[config.mk]
export PLATFORM = sky130hd
export DESIGN_NAME = shift_add_mult
export DESIGN_NICKNAME = d
export VERILOG_FILES = /design/src/rtl/shift_add_mult.sv
export SDC_FILE = /design/constraint.sdc
export NUM_CORES = 1
export LEC_CHECK = 0
export ABC_AREA = 1
export CORE_MARGIN = 4
export CORE_UTILIZATION = 42
export CTS_CLUSTER_SIZE = 10
export DETAILED_ROUTE_END_ITERATION = 6
export PLACE_DENSITY = 0.72
export SYNTH_ARGS = -nofsm -noshare
export SYNTH_HDL_FRONTEND = slang
export SYNTH_SLANG_ARGS = --single-unit
[constraint.sdc]
create_clock -name clk -period 2.1 [get_ports clk]
set_input_delay 0.63 -clock clk [delete_from_list [all_inputs] [get_ports clk]]
set_output_delay 0.63 -clock clk [all_outputs]
set_load 0.03 [all_outputs]
[src/rtl/shift_add_mult.sv]
// Sequential 4x4 unsigned multiplier using one shift-and-add iteration per clock.
// A single four_bit_addr instance performs every partial-product accumulation.

module four_bit_addr (
  input  logic [3:0] A,
  input  logic [3:0] B,
  input  logic       Cin,
  output logic [3:0] Sum,
  output logic       Co
);

  logic w_c1;
  logic w_c2;
  logic w_c3;

  // Plain ripple-carry chain; explicit carries keep the path easy to follow.
  assign Sum[0] = A[0] ^ B[0] ^ Cin;
  assign w_c1   = (A[0] & B[0]) | (Cin & (A[0] ^ B[0]));
  assign Sum[1] = A[1] ^ B[1] ^ w_c1;
  assign w_c2   = (A[1] & B[1]) | (w_c1 & (A[1] ^ B[1]));
  assign Sum[2] = A[2] ^ B[2] ^ w_c2;
  assign w_c3   = (A[2] & B[2]) | (w_c2 & (A[2] ^ B[2]));
  assign Sum[3] = A[3] ^ B[3] ^ w_c3;
  assign Co     = (A[3] & B[3]) | (w_c3 & (A[3] ^ B[3]));

endmodule

module shift_add_mult (
  input  logic       clk,
  input  logic       rst_n,
  input  logic       strt,
  input  logic [3:0] mcand,
  input  logic [3:0] mplier,
  output logic [7:0] prod,
  output logic       busy,
  output logic       done
);

  localparam logic [1:0] IDLE = 2'd0;
  localparam logic [1:0] MULT = 2'd1;
  localparam logic [1:0] DONE = 2'd2;

  logic [1:0] r_state;
  logic [3:0] r_mcand;
  logic [7:0] r_prod;
  logic [1:0] r_cnt;

  logic [3:0] w_addend;
  logic [3:0] w_sum;
  logic       w_co;

  // Upper nibble accumulates; lower nibble holds the multiplier bits not yet consumed.
  assign w_addend = r_prod[0] ? r_mcand : 4'h0;

  four_bit_addr u_addr (
    .A   (r_prod[7:4]),
    .B   (w_addend),
    .Cin (1'b0),
    .Sum (w_sum),
    .Co  (w_co)
  );

  always_ff @(posedge clk or negedge rst_n) begin
    if (!rst_n) begin
      r_state <= IDLE;
      r_mcand <= 4'h0;
      r_prod  <= 8'h00;
      r_cnt   <= 2'd0;
    end else begin
      case (r_state)
        IDLE, DONE: begin
          if (strt) begin
            r_mcand <= mcand;
            r_prod  <= {4'h0, mplier};
            r_cnt   <= 2'd0;
            r_state <= MULT;
          end
        end
        MULT: begin
          // The adder carry shifts into bit 7, so the 9-bit partial sum is never truncated.
          r_prod <= {w_co, w_sum, r_prod[3:1]};
          r_cnt  <= r_cnt + 2'd1;
          if (r_cnt == 2'd3) begin
            r_state <= DONE;
          end
        end
        default: begin
          r_state <= IDLE;
        end
      endcase
    end
  end

  assign prod = r_prod;
  assign busy = (r_state == MULT);
  assign done = (r_state == DONE);

endmodule
==> flow_summary.ini, run 1 <==
[logic_synthesis]
synthDominantCellAreaShare_pct = 47.41
ys_seq_area_share_pct = 47.41
synth_area_sq_um = 844.6
ys_ff_latch = 16
synth_area_leader_cell = dfrtp_1
synth.net_count = 114
syn_avg_cell_area_sq_um = 8.618
synth.distinct_cells = 17
netlist_instances = 98
yosys-top-cells-area = dfrtp_1 47%, nand2_1 16%, fa_1 7.1%
ys.warnings.count = 0

[finish]
final_core_util_pct = 62.34
layout.cells.most_common_list = 36 x nand2_1, 16 x clkdlybuf4s50_1, 15 x dfrtp_1
final_common_cell = nand2_1
syn_to_final_growth_pct = 34.37
fin_cells = 150
nets = 142
post_route_cells_drive_above_1_share_pct = 16.80
fillCellCount = 166
antennaDiodeCount = 0

[global_routing]
grt_max_degree = 10
antenna_found_initial = 0
track_usage_pct = 16.27
grt_first_pass_wirelength_mm = 3.222
grt_pass1_vias = 722
grt-ovfl-total = 0

[run_status]
status = finished with violations
violations = setup timing

[die]
die_height_um = 52.84
core_sq_um = 1821
die_w_um = 52.84
start_util_pct = 46.39
die-area_sq_um = 2792
io_pins = 21
rows = 15

[placed_design]
dpl.hpwl_mm = 1.423
dpl_worst_slack_ns = -0.06082
place.gp.congestion = 0.7500
dp.cells = 146
port_buffers = 20

[sta]
fin_crit_sh_pct = 103.0
hold_viol = 0
worstMarginPinSlew_ns = 0.3681
fin_skew_ns = 0.008327
timing.final.crit_period_ns = 2.164
setup_viol = 1
rsz0062_at_grt = yes
worst_slack_ns = -0.06402
hold_slack_ns = 0.4788
slew_headroom_pct = 75.39
final_max_slew_viol_count = 0
max_freq_mhz = 462.1

[worst_setup_path]
cp-start-kind = flop
crit_arrival_ns = 2.38
slowest_stage = dfrtp_2
crit_fanout = 2
cpPeakStageDelay_ns = 0.42
path_buf_inv = 2
crit_type = flop to flop
crit_chain = nand2_1, inv_1, ha_2, fa_2, fa_2, inv_2, fa_1, or2_0, nand2_1
path_delay_family = adder cells
worst-r2r-cell-count = 9
reg2reg_slack_ns = -0.06
r2r-start = prod[0]
reg2reg_to = prod[6]
critPathCaptureType = flop
worstPathRequired_ns = 2.32

[detailed_routing]
route.detailed.drc = 0
drtIter0Drc = 22
wl_per_cell_um = 12.13
via_per_inst = 4.747
ant_nets = 0
routed_wl_mm = 1.820
dr.pass1.iters = 4
via_count = 712

[job]
drv_cap = 0

[cts]
cts.sinks = 16
cts_root_buf = clkbuf_4
cts.htree.levels = 1
cts_tree = done
cts_buffers = 3
ctsHoldBuffers = 0
cts_setup_buffers = 0
clk_pin_slew_worst_paths_ns = 0.10
clockBufferDepth = 2
clock_latency_ns = 0.28

[hold_path]
min_from = r_cnt[0]
hold-path-endpoint = r_cnt[0]
holdCritPathClass = flop to flop
whs_path_depth = 1

[power]
leakage_nw = 0.6103
ir_drop_uv = 991.9
power_density_nw_per_um2 = 1520
kinds of logic (layout without fill, tap and decap cells):
logic type                 count (synthesis)  after routing  share of synthesized area [%]
and+or+nand+nor                           56             56                          30.82
buffers and inverters                     17             44                          9.037
DFF                                       16             16                          47.41
adders and majority gates                  5              5                          10.07
AOI/OAI and AO/OA                          4              4                          2.666
flip-flops by register name, indices dropped and copies added (netlist names):
register and count:
r_cnt 2, prod 8, r_mcand 4, r_state 2
worst max-delay path by stage:
stage | start | to | cells past startpoint
finish | prod[0] | prod[6] | 9
floorplan | prod[0] | prod[6] | 9
detailed placement | prod[0] | prod[6] | 9
CTS | prod[0] | prod[6] | 9
global route | prod[0] | prod[6] | 9
global placement | prod[0] | prod[6] | 9
report_power, final:
group | switching [mW] | internal [mW]
clock | 0.0949 | 0.0737
combinational | 0.620 | 0.389
sequential | 0.0969 | 0.451
final cells by class:
| class | count | area (sq um) | area share (%) |
|---|---|---|---|
| sequential | 16 | 401.6 | 35.39 |
| multi-input combinational | 65 | 375.4 | 33.08 |
| timing repair buffer | 24 | 235.2 | 20.73 |
| inverter | 16 | 65.06 | 5.733 |
| tap | 25 | 31.28 | 2.756 |
| clock buffer | 4 | 26.28 | 2.315 |
per-stage QoR:
stage          power [mW]   TNS [ns]  area [sq um]
2_1_floorplan       1.225    -0.1254         853.3
3_3_place_gp        1.537  -0.005690          1101
3_5_place_dp        1.570   -0.06082          1101
4_1_cts             1.751   -0.07855          1130
5_1_grt             1.895    -0.1416          1135
6_report            1.725   -0.06402          1135
repair_timing:
item                       in CTS  in global routing
pin swaps                       5                  2
setup endpoints to repair       3                  3
resized for setup               3                  2
cells in the mapped netlist:
cell	n
a21oi_1	1
buf_6	1
dfrtp_1	16
fa_1	3
ha_1	2
inv_1	13
inv_2	1
inv_4	2
nand2_1	36
nand2_4	3
nand3_1	12
nor2_1	2
nor2_4	1
o21ai_1	2
o31ai_1	1
or2_0	1
or2_1	1
layer usage:
layer	GRT usage (%)	vias to the layer above	routed length (um)
li1	-	357	-
met1	21.61	339	855
met2	25.83	14	878
met3	2.849	2	74
met4	6.809	0	12
met5	0	-	0
worst register-to-register path, delay by kind of cell, from the launching register on:
family	cells	cell delay [ns]
buffers and inverters	2	0.10
AND/OR/NAND/NOR	3	0.32
adder cells (fa/ha/maj)	4	1.27
flip-flops	1	0.42
Note: power is estimated with default switching activity, not from simulation.
==> run 2, diff against run 1 <==
--- a/config.mk
+++ b/config.mk
@@ -7,10 +7,12 @@
 export LEC_CHECK = 0
 export ABC_AREA = 1
 export CORE_MARGIN = 4
-export CORE_UTILIZATION = 42
+export CORE_UTILIZATION = 43
 export CTS_CLUSTER_SIZE = 10
 export DETAILED_ROUTE_END_ITERATION = 6
 export PLACE_DENSITY = 0.72
+export SLEW_MARGIN = 5
 export SYNTH_ARGS = -nofsm -noshare
 export SYNTH_HDL_FRONTEND = slang
+export SYNTH_HIERARCHICAL = 1
 export SYNTH_SLANG_ARGS = --single-unit
==> flow_summary.ini, run 2 <==
[detailed_routing]
ant_nets = 0
met3_length_um = 66
wl_per_cell_um = 10.44
via_count = 719
wl_met1_um = 782
dr.pass1.iters = 4
route.detailed.drc = 0
via_per_inst = 4.438
drtIter0Drc = 8
routed_wl_mm = 1.692
top_layer_used = met4
met2WireLength_um = 833

[worst_setup_path]
crit_fanout = 2
slowest_stage = dfrtp_2
crit_arrival_ns = 2.37
crit_type = flop to flop
critPathCaptureType = flop
crit_chain = nand2_1, inv_1, fa_2, inv_2, fa_2, inv_2, fa_2, inv_2, fa_1, inv_1, nand2_1, nand2_1
path_buf_inv = 5
cp-start-kind = flop
worstPathRequired_ns = 2.33
cpPeakStageDelay_ns = 0.41
path_delay_family = adder cells

[logic_synthesis]
syn_avg_cell_area_sq_um = 8.184
yosys-top-cells-area = dfrtp_1 45%, nand2_1 17%, inv_1 9.3%
netlist_instances = 109
ys_seq_area_share_pct = 44.88
synth_common_cells = 40 x nand2_1, 22 x inv_1, 16 x dfrtp_1
async_flop_share_pct = 100.0
synth_area_leader_cell = dfrtp_1
synth.distinct_cells = 16
ys.warnings.count = 6
synth_most_common_cell = nand2_1
synth.net_count = 125
synth-edff-count = 0
ys_ff_latch = 16
synth_ff_type = dfrtp_1
synth_area_sq_um = 892.1
synthDominantCellAreaShare_pct = 44.88

[cts]
cts_buffers = 3
cts_root_buf = clkbuf_4
cts_tree = done
cts.htree.levels = 1
clock_latency_ns = 0.29
clk_pin_slew_worst_paths_ns = 0.10
ctsHoldBuffers = 0
clockBufferDepth = 2
cts.sinks = 16

[die]
rows = 16
die_w_um = 53.55
die-area_sq_um = 2868
core_sq_um = 1962
die_height_um = 53.55
io_pins = 21
start_util_pct = 45.47

[power]
ir_drop_uv = 808.7
clkPwrFrac_pct = 11.6
seqPwrFrac_pct = 30.2
p_sw_share_pct = 47.03
power_density_nw_per_um2 = 1535
intPower_mw = 0.9612
leakage_nw = 0.6526
share_comb_of_total_power_pct = 58.1
power.switching_mw = 0.8533

[sta]
hold_slack_ns = 0.4814
worst_slack_ns = -0.03884
final_max_slew_viol_count = 0
rsz0062_at_grt = yes
setup_viol = 1
max_freq_mhz = 467.5
timing.final.crit_period_ns = 2.139
fin_crit_sh_pct = 101.8
fin_skew_ns = 0.0009530
hold_viol = 0

[finish]
post_route_cells_drive_above_1_share_pct = 17.04
largest_register_ffs = 8
antennaDiodeCount = 0
layout.cells.most_common_list = 40 x nand2_1, 19 x inv_1, 17 x clkdlybuf4s50_1
fillCellCount = 204
final_cell_area_sq_um = 1182
nets = 152
multi_input_area_sq_um = 384.1
seq_area_sq_um = 402.9
syn_to_final_growth_pct = 32.54
final_common_cell = nand2_1

[placed_design]
dpl.hpwl_mm = 1.293
postPlaceCellArea_sq_um = 1145
place.gp.congestion = 0.8022
port_buffers = 20
dpl_worst_slack_ns = -0.01683

[global_routing]
grt-ovfl-total = 0
grt_first_pass_wirelength_mm = 2.891
grt_pass1_vias = 697
antenna_found_initial = 0
grt_max_degree = 17
track_usage_pct = 14.04

[hold_path]
holdCritPathClass = flop to flop

[run_status]
status = finished with violations
violations = setup timing

[job]
drv_cap = 0
run 2: worst paths after layout:
kind | from | end | slack (ns) | depth (start not counted)
min in group asynchronous | rst_n | prod[2] | 0.65 | 2
min | r_mcand[1] | r_mcand[1] | 0.48 | 2
max | prod[0] | prod[6] | -0.04 | 12
max in group asynchronous | rst_n | prod[4] | 1.25 | 2
min reg2reg | r_mcand[1] | r_mcand[1] | 0.48 | 2
max reg2reg | prod[0] | prod[6] | -0.04 | 12
run 2: power by group through the flow:
stage	combinational, mW	sequential [mW]	clock, mW
final	1.06	0.549	0.211
after global placement	1.05	0.552	0
after global routing	1.18	0.568	0.223
after CTS	1.07	0.550	0.216
after detailed placement	1.07	0.555	0
after floorplan	0.629	0.672	0
run 2: tightest hold or removal path, cell delays in order (launching register included):
cell     delay, ns
dfrtp_1       0.35
nand2_1       0.06
nand2_1       0.05
run 2: repair_timing:
action	CTS	global route
cloned	0	0
gates resized for setup	2	1
hold endpoints to repair	0	0
setup endpoints to repair	2	2
pin swaps	0	2
setup buffers	0	0
run 2: final cells by class:
type	instances	share of cell area [%]
flip-flops and latches	16	34.07
clock buffers	4	3.069
multi-input cells	67	32.49
well taps	27	2.857
inverters	25	8.783
repair buffers	23	18.73
run 2: metrics by stage:
stage               util, %  TNS [ns]  cells  total power [mW]
floorplan                 -  -0.03082    109             1.301
global placement      58.35         0    158             1.599
detailed placement    58.35  -0.01683    158             1.626
CTS                   60.14  -0.05936    162             1.840
global route          60.27   -0.2052    162             1.974
finish                60.27  -0.03884    162             1.815
run 2: cell families (layout without fill, tap and decap cells):
kind of cell,Yosys count,in the layout,synth area share (%)
flops,16,16,44.88
compound gates,3,3,1.963
simple gates,58,58,29.45
fa+ha+maj,5,5,10.38
other cells,1,1,0.4204
buf+inv,26,52,12.90
run 2: layer usage:
layer  vias up  track usage [%]
met5         -                0
met4         0            6.383
met3         2            2.493
met2        14            23.06
met1       328            17.96
li1        375                -
==> run 3, diff against run 2 <==
--- a/config.mk
+++ b/config.mk
@@ -11,7 +11,6 @@
 export CTS_CLUSTER_SIZE = 10
 export DETAILED_ROUTE_END_ITERATION = 6
 export PLACE_DENSITY = 0.72
-export SLEW_MARGIN = 5
 export SYNTH_ARGS = -nofsm -noshare
 export SYNTH_HDL_FRONTEND = slang
 export SYNTH_HIERARCHICAL = 1
==> results of run 3 <==
The final DEF is identical to that of run 2; final timing and power are the same.
